$ cat src/rtl/seq_divider.sv
`default_nettype none
// ============================================================================
// Module   : seq_divider
// Purpose  : Iterative unsigned restoring divider. A WIDTH-bit dividend is
//            divided by a WIDTH-bit divisor with one subtract-and-shift step
//            per clock, under a start/busy/done handshake.
//            Divide-by-zero finishes in one cycle with quotient = all ones,
//            remainder = dividend and div_by_zero = 1.
// Ports    : clk          rising-edge clock
//            rst_n        asynchronous active-low reset
//            start        request, sampled only when not busy
//            dividend     numerator, captured on accepted start
//            divisor      denominator, captured on accepted start
//            busy         high while a division is in flight
//            done         one-cycle pulse, results valid from this cycle on
//            quotient     result, held until the next accepted start
//            remainder    result, held until the next accepted start
//            div_by_zero  set with done when the captured divisor was 0
//            check_err    (only with DIV_SELFCHECK_EN) result identity check
// Options  : DIV_SELFCHECK_EN -- adds check_err, which is set on the done
//            edge when quotient*divisor+remainder != dividend.
// Revision : 1.0 - initial release
// ============================================================================
module seq_divider #(
  parameter int WIDTH = 4
) (
  input  logic             clk,
  input  logic             rst_n,
  input  logic             start,
  input  logic [WIDTH-1:0] dividend,
  input  logic [WIDTH-1:0] divisor,
  output logic             busy,
  output logic             done,
  output logic [WIDTH-1:0] quotient,
  output logic [WIDTH-1:0] remainder,
  output logic             div_by_zero
`ifdef DIV_SELFCHECK_EN
  ,
  output logic             check_err
`endif
);

  localparam int CW = (WIDTH > 2) ? $clog2(WIDTH) : 1;
  localparam logic [CW-1:0] LAST_STEP = CW'(WIDTH - 1);

  typedef enum logic [1:0] {
    IDLE = 2'd0,
    RUN  = 2'd1,
    DONE = 2'd2
  } state_t;

  state_t           state;
  logic [WIDTH-1:0] divisor_r;
  logic [WIDTH-1:0] q_tmp;     // dividend bits shift out the top, quotient bits in at the bottom
  logic [WIDTH-1:0] rem_tmp;   // partial remainder, always < divisor between steps
  logic [CW-1:0]    count;

  // One restoring step. The shifted remainder needs WIDTH+1 bits so the
  // compare against the divisor cannot overflow. The compare is taken from
  // the borrow of the subtraction: since the shifted value is below
  // 2*divisor, bit WIDTH of the difference is 0 exactly when it fits.
  logic [WIDTH:0]   rem_shift;
  logic [WIDTH:0]   diff;
  logic             fits;
  logic [WIDTH-1:0] rem_next;
  logic [WIDTH-1:0] q_next;

  always_comb begin
    rem_shift = {rem_tmp, q_tmp[WIDTH-1]};
    diff      = rem_shift - {1'b0, divisor_r};
    fits      = ~diff[WIDTH];
    rem_next  = fits ? diff[WIDTH-1:0] : rem_shift[WIDTH-1:0];
    q_next    = {q_tmp[WIDTH-2:0], fits};
  end

`ifdef DIV_SELFCHECK_EN
  logic [WIDTH-1:0]   dividend_r;
  logic [2*WIDTH-1:0] recon;

  // Reconstruct the dividend from the final-step results in full 2*WIDTH math.
  always_comb begin
    recon = ({{WIDTH{1'b0}}, q_next} * {{WIDTH{1'b0}}, divisor_r})
          + {{WIDTH{1'b0}}, rem_next};
  end
`endif

  always_ff @(posedge clk or negedge rst_n) begin
    if (!rst_n) begin
      state       <= IDLE;
      busy        <= 1'b0;
      done        <= 1'b0;
      quotient    <= '0;
      remainder   <= '0;
      div_by_zero <= 1'b0;
      divisor_r   <= '0;
      q_tmp       <= '0;
      rem_tmp     <= '0;
      count       <= '0;
`ifdef DIV_SELFCHECK_EN
      dividend_r  <= '0;
      check_err   <= 1'b0;
`endif
    end else begin
      case (state)
        // DONE accepts a new start exactly like IDLE so back-to-back
        // divisions run without a bubble cycle.
        IDLE, DONE: begin
          done <= 1'b0;
          if (start) begin
            if (divisor != '0) begin
              state       <= RUN;
              busy        <= 1'b1;
              div_by_zero <= 1'b0;
              divisor_r   <= divisor;
              q_tmp       <= dividend;
              rem_tmp     <= '0;
              count       <= '0;
`ifdef DIV_SELFCHECK_EN
              dividend_r  <= dividend;
`endif
            end else begin
              // Divide-by-zero short-cuts straight to DONE, no RUN cycles.
              state       <= DONE;
              done        <= 1'b1;
              quotient    <= '1;
              remainder   <= dividend;
              div_by_zero <= 1'b1;
`ifdef DIV_SELFCHECK_EN
              check_err   <= 1'b0;
`endif
            end
          end else begin
            state <= IDLE;
          end
        end

        RUN: begin
          rem_tmp <= rem_next;
          q_tmp   <= q_next;
          count   <= count + CW'(1);
          if (count == LAST_STEP) begin
            state     <= DONE;
            busy      <= 1'b0;
            done      <= 1'b1;
            quotient  <= q_next;
            remainder <= rem_next;
`ifdef DIV_SELFCHECK_EN
            check_err <= (recon != {{WIDTH{1'b0}}, dividend_r});
`endif
          end
        end

        default: begin
          state <= IDLE;
          busy  <= 1'b0;
          done  <= 1'b0;
        end
      endcase
    end
  end

endmodule
`default_nettype wire
$ cat config.mk
export PLATFORM = sky130hd
export DESIGN_NAME = seq_divider
export DESIGN_NICKNAME = d
export VERILOG_FILES = /design/src/rtl/seq_divider.sv
export SDC_FILE = /design/constraint.sdc
export NUM_CORES = 1
export LEC_CHECK = 0
export CAP_MARGIN = 20
export CORE_UTILIZATION = 55
export CTS_CLUSTER_SIZE = 8
export DETAILED_ROUTE_END_ITERATION = 6
export PLACE_DENSITY_LB_ADDON = 0.2
export SKIP_LAST_GASP = 1
export SLEW_MARGIN = 20
export SYNTH_ARGS = -nofsm -noshare
export SYNTH_HDL_FRONTEND = slang
export SYNTH_SLANG_ARGS = --single-unit
export TNS_END_PERCENT = 5
$ cat constraint.sdc
create_clock -name clk -period 3.1 [get_ports clk]
set_input_delay 0.31 -clock clk [delete_from_list [all_inputs] [get_ports clk]]
set_output_delay 0.31 -clock clk [all_outputs]
set_load 0.005 [all_outputs]
==> results.sh <==
export IMPL_status="finished, final reports clean"
export IMPL_worstMarginPinSlew_ns=0.5581
export IMPL_maxSlewHeadroom_pct=62.79
export IMPL_root_buffer="clkbuf_4"
export IMPL_viasPerCell=5.712
export IMPL_internal_power_w=0.001078
export IMPL_htreeDepth=1
export IMPL_post_route_util_pct=71.79
export IMPL_gp_congestion=0.9061
export IMPL_syn_inst=142
export IMPL_power_switching_fraction_pct=42.84
export IMPL_end_kind="register"
export IMPL_clk_latency_ns=0.32
export IMPL_fmax_ghz=0.4731
export IMPL_period_share_pct=68.19
export IMPL_grt_setup_unrepaired="false"
export IMPL_grt_overflow=0
export IMPL_drive_gt1_share_pct=11.04
export IMPL_cts_buffers=3
export IMPL_yosysSeqAreaShare_pct=46.51
export IMPL_worst_path_max_fanout=3
export IMPL_p_comb_share_pct=57.4
export IMPL_cts_tree="yes"
export IMPL_placed_cell_area_um2=1613
export IMPL_hpwlAfterDp_um=2172
export IMPL_netlist_area_um2=1399
export IMPL_clock_skew_ns=0.002890
export IMPL_cts_max_path_buffers=2
export IMPL_die_area_um2=2749
export IMPL_path_delay_family="compound AO/OA/AOI/OAI gates"
export IMPL_syn_area_per_cell_um2=9.851
export IMPL_grt_pass1_vias=1055
export IMPL_wl_per_cell_um=14.69
export IMPL_die_w_um=52.43
export IMPL_clkSlewWorstSetupHoldPaths_ns=0.14
export IMPL_ys_ff_latch=26
export IMPL_drv_slew=0
export IMPL_cts_sinks=26
export IMPL_placementRows=17
export IMPL_p_switching_w=0.0008083
export IMPL_path_cells="inv_1, ha_1, fa_1, nand2b_1, a21oi_1, a21oi_1, a211oi_1, a21oi_2"
export IMPL_layout_nets=181
export IMPL_io_pins=22
export IMPL_critPathBufInv=1
export IMPL_peakVddDrop_v=0.0007710
export IMPL_p_per_area_nw_per_um2=1144
export IMPL_seq_power_share_pct=33.4
export IMPL_ant_nets=0
export IMPL_wirelength_um=2806
export IMPL_start_kind="register"
export IMPL_diodes=0
export IMPL_core_area_um2=2297
export IMPL_postCtsHoldBufs=0
export IMPL_cts_setup_buffers=0
export IMPL_synth_top_area_share_pct=46.51
export IMPL_area_growth_pct=17.89
export IMPL_port_buffers=21
export IMPL_grt_pass1_wl_um=4795
export IMPL_tns_ns=0
export IMPL_required_ns=3.31
export IMPL_syn_nets=159
export IMPL_vias=1091
export IMPL_nFillCells=170
export IMPL_cpPeakStageDelay_ns=0.41
export IMPL_min_period_ns=2.114
export IMPL_grt_max_degree=27
export IMPL_drc=0
export IMPL_setup_viol=0
export IMPL_start_util_pct=60.89
export IMPL_final_seq_area_um2=650.6
export IMPL_hold_class="input port to asynchronous set/reset pin"
export IMPL_hold_viol=0
export IMPL_post_synth_top_area_cell="dfrtp_1"
export IMPL_cts_resized=0
export IMPL_clockPowerShare_pct=9.1
export IMPL_first_iter_violations=32
export IMPL_critPathKind="register to register"
export IMPL_crit_top_cell="a21oi_1"
export IMPL_ys_top_cells_by_area="dfrtp_1 (47%), nand2_1 (5.6%), ha_1 (4.5%)"
export IMPL_max_cap_viol_count=0
export IMPL_critPathSlowestCell="fa_1"
export IMPL_die_y_um=52.43
export IMPL_grt_use_total_pct=24.46
export IMPL_cp_arrival_ns=2.33
export IMPL_drt_pass1_iterations=4
export IMPL_antenna_found_initial=0
export IMPL_yosys_warnings=0
export IMPL_synth_cell_types=34
export IMPL_power_leakage_nw=0.6912
export IMPL_fin_area_um2=1649
export IMPL_multiInputGateArea_um2=683.2
[metal layers]
metal | GRT usage (%) | vias to the layer above | wire length, µm
met4 | 10.96 | 0 | 47
met1 | 34.46 | 513 | 1323
met2 | 37.13 | 27 | 1326
met5 | 0 | - | 0
li1 | - | 544 | -
met3 | 3.478 | 7 | 108
[layout make-up]
type / count / area share (%)
Multi-Input combinational cell: 105 / 41.43
Sequential cell: 26 / 39.45
Timing Repair Buffer: 23 / 13.66
Clock buffer: 4 / 2.200
Tap cell: 28 / 2.124
Inverter: 5 / 1.138
[cell usage in the layout (no fill, tap or decap), types with 2 or more instances in the layout]
cell / synthesis / routed
ha_1: 5 / 5
a211oi_1: 2 / 2
a41oi_1: 3 / 3
a21oi_1: 8 / 8
xnor2_1: 2 / 2
buf_4: 0 / 2
nor2_1: 12 / 12
a31oi_1: 4 / 4
inv_1: 5 / 5
nand2_1: 21 / 21
o22a_1: 3 / 3
nand3b_1: 4 / 4
nand2b_1: 4 / 4
clkbuf_4: 0 / 3
clkdlybuf4s50_1: 0 / 21
or3_1: 2 / 2
a21oi_2: 4 / 4
dfrtp_1: 26 / 26
nand3_1: 4 / 4
o21ai_0: 10 / 10
a211o_2: 2 / 2
nor2b_1: 3 / 3
[cells in the mapped netlist (all sizes together)]
library cell	count
or3	2
o22a	3
a211o	2
a21o	1
xnor2	2
xor2	1
nand2	21
ha	5
nor2b	3
o211ai	1
o21ai	12
a22o	1
and2	1
nand2b	4
nand3b	4
fa	1
nor2	14
buf	3
inv	5
a41oi	3
a21oi	12
a31oi	4
or4	1
clkbuf	3
nor4	1
dfrtp	26
nand3	4
a211oi	2
[path summary, 6_finish.rpt]
kind,cells past startpoint,end,start,slack (ns)
worst max register to register,8,remainder[0],q_tmp[3],0.99
worst max-delay path,8,remainder[0],q_tmp[3],0.99
max in group asynchronous,2,remainder[0],rst_n,2.52
min in group clk,1,count[0],count[0],0.51
worst min-delay path,2,div_by_zero,rst_n,0.33
worst min register to register,1,count[0],count[0],0.51
[worst register-to-register path, stage by stage (launching register included)]
cell and delay [ns]:
dfrtp_1 0.37, inv_1 0.08, ha_1 0.22, fa_1 0.41
nand2b_1 0.18, a21oi_1 0.26, a21oi_1 0.11, a211oi_1 0.27
a21oi_2 0.09
[cell families after synthesis]
kind of cell,synth area share [%]
AND/OR/NAND/NOR,20.57
XOR/XNOR,1.879
buffers and inverters,4.651
AO/OA/AOI/OAI,20.48
flip-flops,46.51
adder cells (fa/ha/maj),5.903
[power by group through the flow]
| stage | registers [W] | logic, W | clock network [W] |
|---|---|---|---|
| CTS | 0.000629 | 0.00109 | 0.000175 |
| global route | 0.000652 | 0.00122 | 0.000191 |
| finish | 0.000631 | 0.00108 | 0.000172 |
| floorplan | 0.000601 | 0.000820 | 0 |
| global placement | 0.000629 | 0.00104 | 0 |
| detailed placement | 0.000637 | 0.00108 | 0 |
[registers in the layout (all words and copies together) (netlist names)]
register	flops
divisor_r	4
q_tmp	4
quotient	4
rem_tmp	4
remainder	4
count	2
busy	1
div_by_zero	1
done	1
state	1
[per-stage QoR]
stage	setup slack, ns	hold slack [ns]	std cells	power (W)
after floorplan	1.184	0.01441	142	0.001421
after CTS	0.9954	0.3504	191	0.001892
after global placement	1.034	0.4672	187	0.001671
after detailed placement	0.9743	0.4836	187	0.001719
after global routing	0.8559	0.3622	191	0.002061
final	0.9862	0.3326	191	0.001887
No activity file was read; power rests on OpenSTA's default activity.
==> edit, RTL diff (same flow settings) <==
Put one more register stage on the output `remainder`, with the module's reset. The value now appears one clock later. The other outputs are not delayed to match.
--- a/src/rtl/seq_divider.sv
+++ b/src/rtl/seq_divider.sv
@@ -49,6 +49,8 @@
     DONE = 2'd2
   } state_t;
 
+  logic [WIDTH-1:0] remainder_s0;
+
   state_t           state;
   logic [WIDTH-1:0] divisor_r;
   logic [WIDTH-1:0] q_tmp;     // dividend bits shift out the top, quotient bits in at the bottom
@@ -90,7 +92,7 @@
       busy        <= 1'b0;
       done        <= 1'b0;
       quotient    <= '0;
-      remainder   <= '0;
+      remainder_s0 <= '0;
       div_by_zero <= 1'b0;
       divisor_r   <= '0;
       q_tmp       <= '0;
@@ -123,7 +125,7 @@
               state       <= DONE;
               done        <= 1'b1;
               quotient    <= '1;
-              remainder   <= dividend;
+              remainder_s0 <= dividend;
               div_by_zero <= 1'b1;
 `ifdef DIV_SELFCHECK_EN
               check_err   <= 1'b0;
@@ -143,7 +145,7 @@
             busy      <= 1'b0;
             done      <= 1'b1;
             quotient  <= q_next;
-            remainder <= rem_next;
+            remainder_s0 <= rem_next;
 `ifdef DIV_SELFCHECK_EN
             check_err <= (recon != {{WIDTH{1'b0}}, dividend_r});
 `endif
@@ -159,5 +161,13 @@
     end
   end
 
+  always_ff @(posedge clk or negedge rst_n) begin
+    if (!rst_n) begin
+      remainder <= '0;
+    end else begin
+      remainder <= remainder_s0;
+    end
+  end
+
 endmodule
 `default_nettype wire
Formal check against the unedited RTL: not equivalent (Yosys sat finds a counterexample within 4 cycles, from zero or initial values and one cycle with rst_n low).
==> edit against the original RTL <==
Wire length rose by 15%. Largest power group unchanged. Critical endpoint is now rem_tmp[2]$_DFFE_PN0P_. Critical path type unchanged. Critical path depth unchanged. Sequential cell count increased by 4. Design area grew 6.1%. Power grew 6.5%. Count of clock-buffer cells in the layout up 3. Maximum frequency decreased by 11%. Synthesized area up 3.5%. Worst setup slack worse by 0.27 ns.
==> edit: results (changes against the original RTL) <==
[logic_synthesis]
synth_fp_nets = 161  ; +1.3%
ys_top_cells_by_area = dfrtp_1 52%, nand2_1 6.7%, ha_1 4.3%
synth.distinct_cells = 38  ; +12%
syn_inst = 144  ; +1.4%
synthTopCellsByCount = 30 x dfrtp_1, 26 x nand2_1, 9 x nor2_1, 9 x o21ai_0, 6 x inv_1
yosysSeqAreaShare_pct = 51.86  ; +5.3 points

[critical_path]
crit_path_max_fanout = 9  ; +6
worst_path_largest_cell_delay_ns = 0.54  ; +0.13 ns
r2r_slack_ns = 0.71  ; -0.27 ns
critPathKind = reg2reg
crit_slowest_cell = or4b_1
crit_arrival_ns = 2.60  ; +0.27 ns

[placement]
pre_cts_ws_ns = 0.7192  ; -0.2551 ns
dpl_cell_area_um2 = 1689  ; +4.7%
hpwl_um = 2284  ; +5.2%
gp_congestion = 0.8705  ; -3.9%

[pwr]
vdd_drop_max_v = 0.0008045  ; +4.3%
power_leakage_nw = 0.7798  ; +13%
sw_frac_of_total_pct = 40.71  ; -2.1 points
seq_power_w = 0.000715  ; +13%
p_seq_share_pct = 35.6  ; +2.2 points
pwr-share-clk_pct = 12.2  ; +3.1 points

[routing]
wl_met2_um = 1566  ; +18%
wl_met1_um = 1418  ; +7.2%
dr_wl_met3_um = 153  ; +42%
totalWireLength_um = 3226  ; +15%
top_layer = met4
viasPerCell = 5.995  ; +5.0%

[timing]
fmax_mhz = 418.9  ; -11%
worst_slew_pin_slew_ns = 0.7172  ; +0.1591 ns
finalClockSkew_ns = 0.009857  ; +0.006966 ns
whs_ns = 0.3506  ; +0.01800 ns

[global_route]
grt_pass1_vias = 1166  ; +11%
grt_usage_pct = 27.37  ; +2.9 points
use_met1_pct = 33.45  ; -1.0 points
grt_max_degree = 31  ; +15%
met3_usage_pct = 10.34  ; +6.9 points
grt_first_pass_wirelength_um = 5299  ; +11%
use_met2_pct = 42.29  ; +5.2 points

[clocking]
cts_buffer_depth = 2  ; unchanged
clk_latency_ns = 0.34  ; +0.02 ns
cts_buffers = 5  ; +2
cts_max_level = 2  ; +1
path_clk_slew_ns = 0.09  ; -0.05 ns

[outcome]
status = finished, final reports clean

[finish]
fin_cells = 200  ; +4.7%
drive_above_1_share_pct = 6.471  ; -4.6 points
nFillCells = 189  ; +11%
final_nets = 186  ; +2.8%

## edit: cell families (layout without fill, tap and decap cells)
kind of cell / after synthesis / count (layout) / synth area share, %
AND/OR/NAND/NOR: 56 / 56 / 18.76
multiplexers: 2 / 2 / 1.383
XOR/XNOR: 3 / 3 / 1.815
flip-flops: 30 / 30 / 51.86
AO/OA/AOI/OAI: 36 / 36 / 17.46
buffers and inverters: 11 / 37 / 3.025
adder cells (fa/ha/maj): 6 / 6 / 5.704
## edit: final cells by class
cell class	instances	area, um2	area share [%]
inverter	6	22.52	1.288
sequential	30	750.7	42.92
timing repair buffer	23	225.2	12.88
tap	30	37.54	2.146
clock inverter	1	5.005	0.2861
multi-input combinational	103	653.1	37.34
clock buffer	7	55.05	3.147
## edit: critical path, delay by kind of cell, from the launching register on
family	cells	cell delay, ns
and+or+nand+nor	2	0.65
adders and majority gates	2	0.56
AOI/OAI and AO/OA	2	0.51
DFF	1	0.38
buffers and inverters	2	0.16
